<file path="config.mk">
export PLATFORM = sky130hd
export DESIGN_NAME = count_uart_tx_flat
export DESIGN_NICKNAME = d
export VERILOG_FILES = /design/src/rtl/count_uart_tx_if.sv /design/src/rtl/count_uart_tx.sv /design/src/flat_wrapper.sv
export SDC_FILE = /design/constraint.sdc
export NUM_CORES = 1
export LEC_CHECK = 0
export BUFFER_PORTS_ARGS = -buffer_cell sky130_fd_sc_hd__buf_2
export CAP_MARGIN = 25
export CORE_MARGIN = 2
export CORE_UTILIZATION = 25
export CTS_CLUSTER_SIZE = 20
export DETAILED_ROUTE_END_ITERATION = 8
export HOLD_SLACK_MARGIN = 0.1
export PLACE_DENSITY_LB_ADDON = 0.05
export SYNTH_ARGS = -nofsm -noshare
export SYNTH_HDL_FRONTEND = slang
export SYNTH_SLANG_ARGS = --single-unit
</file>
<file path="constraint.sdc">
create_clock -name clk -period 5.15 [get_ports clk]
set_input_delay 1.03 -clock clk [delete_from_list [all_inputs] [get_ports clk]]
set_output_delay 1.03 -clock clk [all_outputs]
set_load 0.05 [all_outputs]
</file>
<file path="src/rtl/count_uart_tx_if.sv">
// Byte stream handshake into the counter UART transmitter.
// The producer drives data and valid; the transmitter returns ready.
interface count_uart_tx_if;
    logic [7:0] in_data;
    logic       in_valid;
    logic       in_ready;

    modport master (
        output in_data,
        output in_valid,
        input  in_ready
    );

    modport slave (
        input  in_data,
        input  in_valid,
        output in_ready
    );
endinterface

</file>
<file path="src/rtl/count_uart_tx.sv">
// UART 8N1 transmitter for counter samples.
// Bytes are buffered in a small FIFO before serialisation.
module count_uart_tx #(
    parameter int CLKS_PER_BIT = 87,
    parameter int FIFO_DEPTH   = 4
) (
    input  logic                        clk,
    input  logic                        rst_n,
    count_uart_tx_if.slave              in_if,
    output logic                        tx,
    output logic                        busy,
    output logic [$clog2(FIFO_DEPTH):0] fifo_level
);
    localparam int AW = $clog2(FIFO_DEPTH);
    localparam int BW = $clog2(CLKS_PER_BIT);
    localparam logic [BW-1:0] BAUD_LAST = BW'(CLKS_PER_BIT - 1);
    localparam logic [AW:0]   FULL      = (AW + 1)'(FIFO_DEPTH);

    typedef enum logic [1:0] {
        IDLE,
        START,
        DATA,
        STOP
    } state_t;

    state_t          state;
    logic [7:0]      mem [FIFO_DEPTH];
    logic [AW-1:0]   wr_ptr;
    logic [AW-1:0]   rd_ptr;
    logic [AW:0]     level;
    logic [7:0]      shift;
    logic [BW-1:0]   baud;
    logic [2:0]      bit_idx;
    logic            line_busy;
    logic            push;
    logic            pop;
    logic            baud_done;

    assign in_if.in_ready = rst_n && (level != FULL);
    assign push           = in_if.in_valid && in_if.in_ready;
    assign pop            = (state == IDLE) && (level != '0);
    assign baud_done      = (baud == BAUD_LAST);
    assign fifo_level     = level;
    // line_busy covers the stop bit still on the pin after the FSM is idle
    assign busy = (state != IDLE) || (level != '0) || line_busy;

    always_ff @(posedge clk) begin
        if (push) begin
            mem[wr_ptr] <= in_if.in_data;
        end
    end

    always_ff @(posedge clk) begin
        if (!rst_n) begin
            state     <= IDLE;
            wr_ptr    <= '0;
            rd_ptr    <= '0;
            level     <= '0;
            shift     <= '0;
            baud      <= '0;
            bit_idx   <= '0;
            tx        <= 1'b1;
            line_busy <= 1'b0;
        end else begin
            if (push) begin
                wr_ptr <= wr_ptr + AW'(1);
            end
            if (pop) begin
                rd_ptr <= rd_ptr + AW'(1);
            end
            unique case ({push, pop})
                2'b10:   level <= level + (AW + 1)'(1);
                2'b01:   level <= level - (AW + 1)'(1);
                default: level <= level;
            endcase

            // pin follows the state one cycle later, straight from a flop
            unique case (state)
                START:   tx <= 1'b0;
                DATA:    tx <= shift[0];
                default: tx <= 1'b1;
            endcase
            line_busy <= (state != IDLE);

            unique case (state)
                IDLE: begin
                    baud <= '0;
                    if (pop) begin
                        shift <= mem[rd_ptr];
                        state <= START;
                    end
                end
                START: begin
                    if (baud_done) begin
                        baud    <= '0;
                        bit_idx <= '0;
                        state   <= DATA;
                    end else begin
                        baud <= baud + BW'(1);
                    end
                end
                DATA: begin
                    if (baud_done) begin
                        baud    <= '0;
                        shift   <= shift >> 1;
                        bit_idx <= bit_idx + 3'd1;
                        if (bit_idx == 3'd7) begin
                            state <= STOP;
                        end
                    end else begin
                        baud <= baud + BW'(1);
                    end
                end
                STOP: begin
                    if (baud_done) begin
                        baud  <= '0;
                        state <= IDLE;
                    end else begin
                        baud <= baud + BW'(1);
                    end
                end
                default: state <= IDLE;
            endcase
        end
    end
endmodule
</file>
<file path="src/flat_wrapper.sv">
// flat-port wrapper written by rule: the top's interface ports become plain ports
module count_uart_tx_flat 
#(
    parameter int CLKS_PER_BIT = 87,
    parameter int FIFO_DEPTH   = 4
)
  (clk, rst_n, tx, busy, fifo_level, in_if_in_data, in_if_in_valid, in_if_in_ready);
  count_uart_tx_if in_if_i ();
  input  logic clk;
  input  logic rst_n;
  output logic tx;
  output logic busy;
  output logic [$clog2(FIFO_DEPTH):0] fifo_level;
  input wire logic [$bits(in_if_i.in_data)-1:0] in_if_in_data;
  input wire logic [$bits(in_if_i.in_valid)-1:0] in_if_in_valid;
  output wire logic [$bits(in_if_i.in_ready)-1:0] in_if_in_ready;
  assign in_if_i.in_data = in_if_in_data;
  assign in_if_i.in_valid = in_if_in_valid;
  assign in_if_in_ready = in_if_i.in_ready;
  count_uart_tx #(.CLKS_PER_BIT(CLKS_PER_BIT), .FIFO_DEPTH(FIFO_DEPTH)) u_core (.clk(clk), .rst_n(rst_n), .in_if(in_if_i), .tx(tx), .busy(busy), .fifo_level(fifo_level));
endmodule
</file>
==> metrics.md <==
| Metric | Value |
|---|---|
| Status | `finished, final reports clean` |
| Antenna-violating nets left | `0` |
| Vias in the first global route | `roughly 1600` |
| Drt total wl | `5.30 mm` |
| Netlist cell types | `36` |
| First-pass GRT wire length | `~8.6 mm` |
| # Post-CTS Setup Buffers | `0` |
| GRT Util Overall | `around 10%` |
| Hold Crit Class | `reg -> reg` |
| Final min period | `about 3200 ps` |
| RSZ-0062 raised after global routing | `no` |
| Fin crit share | `61.9%` |
| DR vias | `around 1600` |
| Setup TNS | `0 ps` |
| Pwr Density | `529 nW/um2` |
| VDD IR-drop max | `around 0.00023 V` |
| Worst Tran Pin Value | `800 ps` |
| Area growth, synth to finish | `15.1%` |
| YS warnings | `0` |
| Max Fclk | `~310 MHz` |
| Max stage delay on crit path | `590 ps` |
| IO buf count | `16` |
| Synth Area per Inst | `approximately 13 um2` |
| Chip height | `about 110 um` |
| CTS Buffer Depth | `2` |
| Number of remaining DRC errors | `0` |
| Die Area | `roughly 12000 um2` |
| Commonest cells after routing, fill and taps aside | `edfxtp_1 (32), dfxtp_1 (31), nor2_1 (21)` |
| Relative slew margins | `a little under half` |
| Leak | `about 1.2 nW` |
| Vias per Instance | `between 4 and 5` |
| DP Cell Count | `roughly 350` |
| Largest net degree at the start of global routing | `22` |
| Initial antenna violation count | `0` |
| Top sig layer | `met4` |
| Setup WS pre-CTS | `around 2000 ps` |
| Post-CTS Resized | `0` |
| Critical Path Start Type | `flop` |
| Clock Sinks | `63` |
| Effective utilization at floorplan | `25.9%` |
| Top FF cell, synth | `edfxtp_1` |
| Setup WS post-layout | `1960 ps` |
| CP Capture Type | `output pin` |
| Yosys reg bits | `between 60 and 70` |
| Inserted Diodes | `0` |
| Net count after synthesis | `230` |
| GPL Wtd Cong | `0.656` |
| CTS tree | `yes` |
| # nets final | `between 200 and 300` |
| CTS Hold Bufs | `0` |
| Mapped Cells | `around 200` |
| Kind of cell adding the most delay to the critical path | `simple AND/OR/NAND/NOR gates` |
| Worst-path cell chain | `inv_1, ha_1, or4b_4, or2_2, buf_2` |
| Metal3 WL | `207 um` |
| Cell Area, Synth | `between 2000 and 3000 um2` |
| Worst EP required | `about 4100 ps` |
| Post-synth EDFFs | `32` |
| WS Path Type | `reg -> out` |
| DRT iter0 DRCs | `35` |
| Worst-skew pair later-pin latency | `340 ps` |
| Rows | `37` |
| DPL Wire Length | `~3.6 mm` |
| Chip width | `between 100 and 150 um` |
| Metal2 WL | `2.31 mm` |
| Final non-filler cell area | `3100 um2` |
| Most common cell after layout, fill and taps aside | `edfxtp_1` |
| DR pass1 iterations | `4` |
| Post-DP Area | `about 2900 um2` |
| CP max FO | `12` |
| H-tree depth | `3` |
| Global route total overflow | `0` |
| Clock transition at path regs | `70 ps` |
| Final-report max-slew violation count | `0` |
| Clk root buf | `clkbuf_8` |
| Routed length on met1 | `between 2 and 3 mm` |
| Core area | `between 10000 and 15000 um2` |
| CP arrival | `~2200 ps` |
| I/O Pins | `17` |
| Final Hold Vio Count | `0` |
| Worst clock skew | `between 10 and 15 ps` |
| WL/cell | `14.5 um` |
| Inserted Clock Buffers | `9` |
| Setup violators final | `0` |
| Sequential area share after synthesis | `between 50 and 60%` |
| Slowest-stage cell, CP | `or4b_4` |
| CP Buf/Inv Count | `2` |
| Fin cells | `about 370` |
| Async set-reset flop share out of synthesis | `0%` |
| Ratio of cells with drive above 1 in the final layout | `around a fifth` |
| Max Cap Violations | `0` |
[cells by family after synthesis]
logic type | after synthesis | share of synthesized area [%]
AND/OR/NAND/NOR | 47 | 9.30
flip-flops | 63 | 58.8
multiplexers | 16 | 9.67
adder cells (fa/ha/maj) | 15 | 7.26
buffers and inverters | 20 | 3.21
XOR/XNOR | 9 | 2.93
AO/OA/AOI/OAI | 34 | 8.84
[flip-flops by register name (all words and copies together), names as in the netlist, named ones only]
register / count
u_core.baud: 7
u_core.state: 2
u_core.tx: 1
u_core.wr_ptr: 2
u_core.line_busy: 1
u_core.shift: 8
u_core.rd_ptr: 2
u_core.fifo_level: 3
u_core.bit_idx: 3
u_core.mem: 32
[report_power, final]
part / leakage (nW) / switching [mW] / internal [mW]
sequential: 0.544 / 0.0671 / 0.610
clock: 0.0960 / 0.192 / 0.222
combinational: 0.516 / 0.320 / 0.226
total: 1.16 / 0.579 / 1.06
[layout make-up]
cell class,count,area [um2]
clock buffers,10,128
well taps,136,170
flip-flops and latches,63,1580
fillers,1105,7270
repair buffers,17,87.6
clock inverters,6,61.3
multi-input cells,121,1020
inverters,12,45.0
[cells in the mapped netlist, types with 4 or more instances]
| library cell | count | share of area [%] |
|---|---|---|
| ha_1 | 14 | 6.5 |
| xor2_1 | 5 | 1.6 |
| nor2_1 | 21 | 2.9 |
| and2_1 | 4 | 0.93 |
| dfxtp_1 | 31 | 23 |
| inv_1 | 12 | 1.7 |
| o21ai_0 | 5 | 0.93 |
| a31oi_1 | 7 | 1.6 |
| clkbuf_1 | 4 | 0.56 |
| edfxtp_1 | 32 | 36 |
| o21a_1 | 7 | 2.0 |
| mux2i_1 | 8 | 3.0 |
| xnor2_1 | 4 | 1.3 |
| a21oi_1 | 6 | 1.1 |
| mux4_2 | 8 | 6.7 |
| nand2_1 | 8 | 1.1 |
[stage by stage]
stage          power [mW]  utilization (%)  hold WS (ps)
3_5_place_dp         1.25             28.0           453
5_1_grt              1.77             29.9           485
2_1_floorplan        1.14                -           426
6_report             1.64             29.9           465
4_1_cts              1.68             29.9           469
3_3_place_gp         1.26             28.0           441
[per-layer routing]
layer	global-route usage [%]	vias to the layer above
li1	-	777
met1	13.6	766
met2	14.5	20
met3	4.18	5
met4	4.67	0
met5	0	-
[path summary, 6_finish.rpt]
path | startpoint | endpoint | slack [ps] | cells after the start
min reg2reg | u_core.shift[3] | u_core.shift[3] | 470 | 1
min | u_core.shift[3] | u_core.shift[3] | 470 | 1
max reg2reg | u_core.fifo_level[0] | u_core.fifo_level[2] | 2760 | 9
max | u_core.state[0] | busy | 1960 | 5
No activity file was read; power rests on OpenSTA's default activity.
